**src/rtl/pwm_pkg.sv**
```systemverilog
// Shared definitions for the PWM generator: state encoding and default sizing.
package pwm_pkg;

  typedef enum logic [1:0] {
    ST_STOP  = 2'd0,
    ST_RUN   = 2'd1,
    ST_DRAIN = 2'd2
  } pwm_state_t;

  localparam int DEF_WIDTH     = 8;
  localparam int DEF_RAMP_STEP = 1;

endpackage

```
**src/rtl/pwm_period_counter.sv**
```systemverilog
// Free-running tick counter for one PWM period; held at zero while disabled.
module pwm_period_counter
  import pwm_pkg::*;
#(
  parameter int WIDTH = DEF_WIDTH
) (
  input  logic             clk,
  input  logic             rst_n,
  input  logic             tick,
  input  logic             enable,
  output logic [WIDTH-1:0] cnt,
  output logic             wrap
);

  assign wrap = enable && tick && (cnt == '1);

  always_ff @(posedge clk or negedge rst_n) begin
    if (!rst_n) begin
      cnt <= '0;
    end else if (!enable) begin
      cnt <= '0;
    end else if (tick) begin
      cnt <= cnt + 1'b1;
    end
  end

endmodule

```
**src/rtl/pwm_gen.sv**
```systemverilog
// PWM generator with a one-deep duty handshake, boundary-aligned target
// updates and a rate-limited ramp of the applied duty.
module pwm_gen
  import pwm_pkg::*;
#(
  parameter int WIDTH     = DEF_WIDTH,
  parameter int RAMP_STEP = DEF_RAMP_STEP
) (
  input  logic             clk,
  input  logic             rst_n,
  input  logic             tick,
  input  logic             run,
  input  logic [WIDTH-1:0] duty_in,
  input  logic             duty_valid,
  output logic             duty_ready,
  output logic             pwm_out,
  output logic             period_end,
  output logic [WIDTH-1:0] duty_cur,
  output logic             busy
);

  localparam logic [WIDTH:0] STEP = (WIDTH+1)'(RAMP_STEP);

  pwm_state_t       state;
  pwm_state_t       state_nxt;
  logic [WIDTH-1:0] cnt;
  logic             wrap;
  logic             pend_vld;
  logic [WIDTH-1:0] pend_val;
  logic [WIDTH-1:0] target;
  logic             xfer;

  // Saturating move of cur toward tgt by at most STEP; never overshoots.
  function automatic logic [WIDTH-1:0] ramp_toward(input logic [WIDTH-1:0] cur,
                                                   input logic [WIDTH-1:0] tgt);
    logic [WIDTH-1:0] diff;
    if (tgt > cur) begin
      diff = tgt - cur;
      ramp_toward = ({1'b0, diff} > STEP) ? cur + STEP[WIDTH-1:0] : tgt;
    end else begin
      diff = cur - tgt;
      ramp_toward = ({1'b0, diff} > STEP) ? cur - STEP[WIDTH-1:0] : tgt;
    end
  endfunction

  pwm_period_counter #(.WIDTH(WIDTH)) u_cnt (
    .clk    (clk),
    .rst_n  (rst_n),
    .tick   (tick),
    .enable (state != ST_STOP),
    .cnt    (cnt),
    .wrap   (wrap)
  );

  assign period_end = wrap;
  assign duty_ready = !pend_vld;
  assign busy       = (duty_cur != target);
  assign xfer       = duty_valid && duty_ready;

  always_ff @(posedge clk or negedge rst_n) begin
    if (!rst_n) state <= ST_STOP;
    else        state <= state_nxt;
  end

  always_comb begin
    state_nxt = state;
    case (state)
      ST_STOP:  if (run) state_nxt = ST_RUN;
      ST_RUN:   if (!run) state_nxt = ST_DRAIN;
      ST_DRAIN: begin
        if (run)       state_nxt = ST_RUN;
        else if (wrap) state_nxt = ST_STOP;
      end
      default:  state_nxt = ST_STOP;
    endcase
  end

  // While stopped a pending duty applies immediately; while running it waits
  // for the boundary, and the ramp at that boundary uses the old target.
  always_ff @(posedge clk or negedge rst_n) begin
    if (!rst_n) begin
      pend_vld <= 1'b0;
      pend_val <= '0;
      target   <= '0;
      duty_cur <= '0;
    end else if (state == ST_STOP) begin
      if (pend_vld) begin
        target   <= pend_val;
        duty_cur <= pend_val;
        pend_vld <= 1'b0;
      end else if (xfer) begin
        pend_val <= duty_in;
        pend_vld <= 1'b1;
      end
    end else if (wrap) begin
      duty_cur <= ramp_toward(duty_cur, target);
      pend_vld <= 1'b0;
      if (xfer)          target <= duty_in;
      else if (pend_vld) target <= pend_val;
    end else if (xfer) begin
      pend_val <= duty_in;
      pend_vld <= 1'b1;
    end
  end

  always_ff @(posedge clk or negedge rst_n) begin
    if (!rst_n) pwm_out <= 1'b0;
    else        pwm_out <= (state != ST_STOP) && (cnt < duty_cur);
  end

endmodule

```
**config.mk**
```make
export PLATFORM = sky130hd
export DESIGN_NAME = pwm_gen
export DESIGN_NICKNAME = d
export VERILOG_FILES = /design/src/rtl/pwm_pkg.sv /design/src/rtl/pwm_period_counter.sv /design/src/rtl/pwm_gen.sv
export SDC_FILE = /design/constraint.sdc
export NUM_CORES = 1
export LEC_CHECK = 0
export ABC_AREA = 1
export ABC_CLOCK_PERIOD_IN_PS = 2100
export CAP_MARGIN = 20
export CORE_ASPECT_RATIO = 1.2
export CORE_MARGIN = 2
export CORE_UTILIZATION = 54
export DETAILED_ROUTE_END_ITERATION = 7
export GPL_ROUTABILITY_DRIVEN = 0
export HOLD_SLACK_MARGIN = 0.06
export PLACE_DENSITY = 0.77
export SLEW_MARGIN = 20
export SYNTH_ARGS = -nofsm -noshare
export SYNTH_HDL_FRONTEND = slang
export SYNTH_SLANG_ARGS = --single-unit
```
**constraint.sdc**
```tcl
create_clock -name clk -period 2.1 [get_ports clk]
set_clock_uncertainty 0.2 [all_clocks]
set_input_delay 0.21 -clock clk [delete_from_list [all_inputs] [get_ports clk]]
set_output_delay 0.21 -clock clk [all_outputs]
set_load 0.005 [all_outputs]
```
**After elaboration in Yosys (flattened, before gate mapping)**

Index checks and enable logic that the tools add are counted.

- $add $sub $neg: 5
- $lt $le $gt $ge: 4
- Equality and inequality tests: 11
- Multiplexer cells: 26
- Reduce and logical (&&, ||, !) cells: 12

Operator list:

| cell | count |
|---|---|
| two-way mux 8 bit | 16 |
| adder 8 x 1 -> 8 bit, second input constant | 2 |
| > comparator 8 x 1 -> 1 bit, second input constant | 2 |
| subtractor 8 bit | 2 |
| inequality test 2 bit, second input constant | 5 |
| equality test 8 bit, second input constant | 1 |
| > comparator 8 bit | 1 |
| less-than comparator 8 bit | 1 |
| two-way mux 2 bit | 4 |
| inequality test 8 bit | 1 |
| subtractor 8 x 1 -> 8 bit, second input constant | 1 |
| case mux 2 bit (3 select lines) | 1 |
| two-way mux 1 bit | 5 |
| logical AND 1 bit | 4 |
| AND reduction 2 bit | 2 |
| nonzero test 2 bit | 2 |
| inequality test 3 bit, second input constant | 1 |
| AND reduction 3 bit | 1 |
| nonzero test 3 bit | 1 |
| equality test 2 x 1 -> 1 bit, second input constant | 1 |
| equality test 2 bit, second input constant | 1 |
| logical NOT 2 bit | 1 |
| inequality test 2 x 1 -> 1 bit, second input constant | 1 |
| logical NOT 1 bit | 1 |

- Register bits: 36
- Bits of input ports: 13
- Output and inout bits: 12
- Logic and storage cells: 65

**Longest topological paths before layout**

- Depth after elaboration: 6
- Gate-level depth with buffers: 17
- Mapped depth without buffers: 16

**Modules after synthesis**

A second synthesis with hierarchy kept.

- Cell total of the unflattened synthesis: 468
- Area, all modules: 3166.8 µm²

By module, submodules not included:

| module | times used | cells an instance | area each (µm²) | sequential area each (µm²) |
|---|---|---|---|---|
| pwm_gen | 1 | 413 | 2718.9 | 700.7 |
| pwm_period_counter | 1 | 55 | 447.9 | 200.2 |

**Worst setup path after synthesis**

No wires, ideal clock.

- Path type: flip-flop to flip-flop
- Start: register duty_cur[0]
- End: register duty_cur[3]
- Library setup time: 0.116 ns
- Arrival: 2.050 ns
- Data required time: 1.784 ns
- Path slack: -0.266 ns
- Stages on the path, launching flop included: 16
- Path buffers: 0
- Clock period less this slack: 2.366 ns
- Path through: dfrtp_1 > inv_1 > ha_1 > fa_1 > inv_1 > nand2_2 > nand3_2 > nand2_1 > nor2_1 > nand2_2 > nor2_8 > nand3_1 > nand3_1 > nand3_1 > nand2_1 > nand2_1

- Word-level cells in the longest chain between the ends: 6
- Elaborated cells between the ends (all ways): 12
- Classes of those cells: add/sub (4); order compare (3); mux (5)

RTL lines:

| element | RTL line | source |
|---|---|---|
| start, declared | pwm_gen.sv:18 | `output logic [WIDTH-1:0] duty_cur,` |
| start signal, assigned | pwm_gen.sv:89 | `duty_cur <= pend_val;` |
| start signal, assigned | pwm_gen.sv:96 | `duty_cur <= ramp_toward(duty_cur, target);` |
| subtractor 8 bit, on equally long branches | pwm_gen.sv:41, pwm_gen.sv:38 |  |
| > comparator 8 x 1 -> 1 bit, on equally long branches | pwm_gen.sv:42, pwm_gen.sv:39 |  |
| two-way mux 8 bit, on equally long branches | pwm_gen.sv:42, pwm_gen.sv:39 |  |
| two-way mux 8 bit (*) | pwm_gen.sv:37 | `if (tgt > cur) begin` |
| two-way mux 8 bit (*) | pwm_gen.sv:95 | `end else if (wrap) begin` |
| two-way mux 8 bit (*) | pwm_gen.sv:86 | `end else if (state == ST_STOP) begin` |

Every way passes the cells marked *; elsewhere a longest branch is shown, timed or not. The select of a mux whose other input is x is not followed.
A chain may end at the register's enable or synchronous reset.

**Final worst setup path**

- Start: register duty_cur[0]
- End: register duty_cur[5]

The elaborated chain is that of the path after synthesis.

==> impl_metrics.env <==
export IMPL_clkPwrFrac_pct=6.5
export IMPL_power_density_nw_per_um2=1880
export IMPL_drv_cap=0
export IMPL_die_w_um=74.1
export IMPL_hold_path_class="in -> async"
export IMPL_clk_pin_slew_ns=0.08
export IMPL_switching_share_pct=53.2
export IMPL_viasPerCell=5.65
export IMPL_crit_required_ns=2.14
export IMPL_yosysSeqAreaShare_pct=28.3
export IMPL_final_cell_mix="nand2_1 (94), buf_4 (61), inv_1 (55)"
export IMPL_synthArstFlopShare_pct=100
export IMPL_grt_start_max_net_pins=24
export IMPL_critPathBufInv=1
export IMPL_detail_route_antenna_nets=0
export IMPL_initial_core_util_pct=56.2
export IMPL_power_frac_comb_pct=79.6
export IMPL_overflow=0
export IMPL_fin_util_pct=76.4
export IMPL_synthesis_area_um2=3190
export IMPL_report_final_slew_viol_count=0
export IMPL_grt_pass1_wl_mm=16.0
export IMPL_r2r_end="duty_cur[5]"
export IMPL_die_height_um=88.2
export IMPL_critPathLaunch="duty_cur[0]"
export IMPL_drt_initial_drc_count=348
export IMPL_top_usage_layer="met2"
export IMPL_layout_commonest_cell="nand2_1"
export IMPL_power_mw=8.13
export IMPL_pwr_share_seq_pct=14.0
export IMPL_gr_usage_all_layers_pct=31.6
export IMPL_grt_antenna_before_repair=0
export IMPL_cts_tree="yes"
export IMPL_hold_viol_final=0
export IMPL_dp_cells=593
export IMPL_status="finished, violations left"
export IMPL_finalCritPeriodShare_pct=119
export IMPL_ys_warn_count=0
export IMPL_synth_ff_type="dfrtp_1"
export IMPL_tns_ns=-2.89
export IMPL_slowest_delay_ns=0.52
export IMPL_fillerInstances=384
export IMPL_syn_avg_cell_area_um2=7.13
export IMPL_cp_depth=13
export IMPL_ctsRootBufferMaster="clkbuf_8"
export IMPL_fin_cells=617
export IMPL_post_route_min_period_ns=2.51
export IMPL_rsz0062_at_grt="true"
export IMPL_switchingPower_mw=4.32
export IMPL_fp_coreArea_um2=5670
export IMPL_clockBufferDepth=2
export IMPL_diodes=0
export IMPL_layout_nets=576
export IMPL_final_layout_size_suffix_gt1_share_pct=27.6
export IMPL_critical_path_class="reg -> reg"
export IMPL_ys_ff_latch=36
export IMPL_grt_use_met3_pct=4.83
export IMPL_reg2reg_from="duty_cur[0]"
export IMPL_synthCells=447
export IMPL_maxSlewHeadroom_pct=77.6
export IMPL_rows=30
export IMPL_vias=3486
export IMPL_ir_drop_uv=962
export IMPL_internal_power_mw=3.81
export IMPL_clk_latency_ns=0.30
export IMPL_rr_worst_depth=13
export IMPL_cp_top_family="simple AND/OR/NAND/NOR gates"
export IMPL_power_leakage_nw=2.16
export IMPL_cp_max_fo=8
export IMPL_pre_cts_slack_ns=-0.360
export IMPL_first_pass_iters=5
export IMPL_synth_edf_count=0
export IMPL_violations="negative setup slack"
export IMPL_crit_path_cell_trace="inv_2 -> ha_4 -> fa_2 -> nand3_2 -> a21oi_2 -> nand2_2 -> nor2_8 -> nand2_8 -> nand2_1 -> nand3_1 -> nand3_1 -> nand2_1 -> nand2_1"
export IMPL_fin_ws_ns=-0.409
export IMPL_r2r_setup_slack_ns=-0.41
export IMPL_crit_slowest_cell="fa_2"
export IMPL_die_area_um2=6530
export IMPL_port_buffers=24
export IMPL_yosysUniqueCellTypes=37
export IMPL_setup_viol=8
export IMPL_crit_arrival_ns=2.55
export IMPL_cts_sinks=36
export IMPL_setup_worst_path_start_class="register"
export IMPL_cp_common_cell="nand2_1"
export IMPL_routedWlPerCell_um=15.9
export IMPL_grt_pass1_vias=3442
export IMPL_pin_count=25
export IMPL_cts_buffers=5
export IMPL_htreeDepth=2
export IMPL_area_growth_pct=36.0
export IMPL_tightest_slew_ns=0.334
export IMPL_crit_end="duty_cur[5]"
export IMPL_maxClockFrequency_mhz=399
export IMPL_grtUsageMet1_pct=40.9
export IMPL_gr_usage_met2_pct=52.0
export IMPL_synth_net_count=487
export IMPL_drt_total_wl_mm=9.82
export IMPL_remaining_drc_errors=0
export IMPL_dpl_hpwl_mm=6.71
export IMPL_end_kind="register"
[area by class of cell]
cell class / instances / area (um^2) / area share, %
clock buffers: 7 / 86.3 / 1.99
clock inverters: 1 / 7.51 / 0.173
inverters: 65 / 249 / 5.75
multi-input cells: 340 / 2250 / 51.9
flip-flops and latches: 36 / 905 / 20.9
well taps: 80 / 100 / 2.31
repair buffers: 88 / 736 / 17.0
[flip-flops by register name, indices dropped and copies added (netlist names)]
name and cells:
duty_cur 8, pend_val 8, pend_vld 1, pwm_out 1, state 2, target 8, u_cnt.cnt 8
[what timing repair did]
item	4_1_cts	5_1_grt
buffers inserted	6	5
hold buffers	1	0
hold endpoints to repair	36	0
cloned	2	2
pin swaps	10	13
gates resized for setup	28	25
endpoints found under the setup margin	10	10
[cell usage after synthesis, types with 3 or more instances]
| master | n | share of area [%] |
|---|---|---|
| o21ai_0 | 7 | 1.1 |
| buf_2 | 5 | 0.79 |
| inv_1 | 60 | 7.1 |
| mux2_1 | 3 | 1.1 |
| ha_1 | 25 | 9.8 |
| dfrtp_1 | 36 | 28 |
| xor2_1 | 8 | 2.2 |
| nor2_1 | 21 | 2.5 |
| nor2_8 | 4 | 2.5 |
| a21oi_1 | 46 | 7.2 |
| nand2_2 | 12 | 2.4 |
| buf_6 | 3 | 1.1 |
| nand3_1 | 57 | 9.0 |
| o22ai_1 | 8 | 1.6 |
| nand2_1 | 104 | 12 |
| nor3_1 | 10 | 1.6 |
| inv_2 | 5 | 0.59 |
| nand4_1 | 7 | 1.4 |
[routing by layer]
layer / part of all wire, % / wire length (um) / vias to the layer above
met3: 7.2 / 712 / 53
met1: 39 / 3780 / 1614
met4: 4.7 / 461 / 0
met5: 0 / 0 / -
li1: - / - / 1655
met2: 50 / 4860 / 164
[power by group through the flow]
stage	clock (mW)	combinational (mW)	sequential (mW)
after floorplan	0	3.44	1.14
after global placement	0	4.97	1.11
after detailed placement	0	5.11	1.12
after CTS	0.530	5.67	1.14
after global routing	0.557	6.97	1.16
final	0.527	6.47	1.13
[logic make-up after synthesis]
family                     synth area share [%]
DFF                                        28.3
muxes                                      1.06
xor gates and xnor gates                   2.75
buffers and inverters                      10.1
AOI/OAI and AO/OA                          13.0
and+or+nand+nor                            33.8
adders and majority gates                  11.1
[stage by stage]
stage | area, um^2 | hold slack [ns]
final | 4330 | 0.136
after detailed placement | 3880 | -0.0794
after global placement | 3880 | -0.0851
after CTS | 4180 | 0.142
after global routing | 4330 | 0.177
after floorplan | 3220 | -0.286
[how the worst min path moves through the flow]
stage,endpoint,slack [ns],depth (start not counted)
after CTS,pend_val[2],0.14,2
after floorplan,duty_cur[0],-0.29,0
after detailed placement,pend_val[1],-0.08,1
after global placement,pend_val[1],-0.09,1
final,target[1],0.14,2
after global routing,target[1],0.18,2
(Power assumes the default switching activity.)
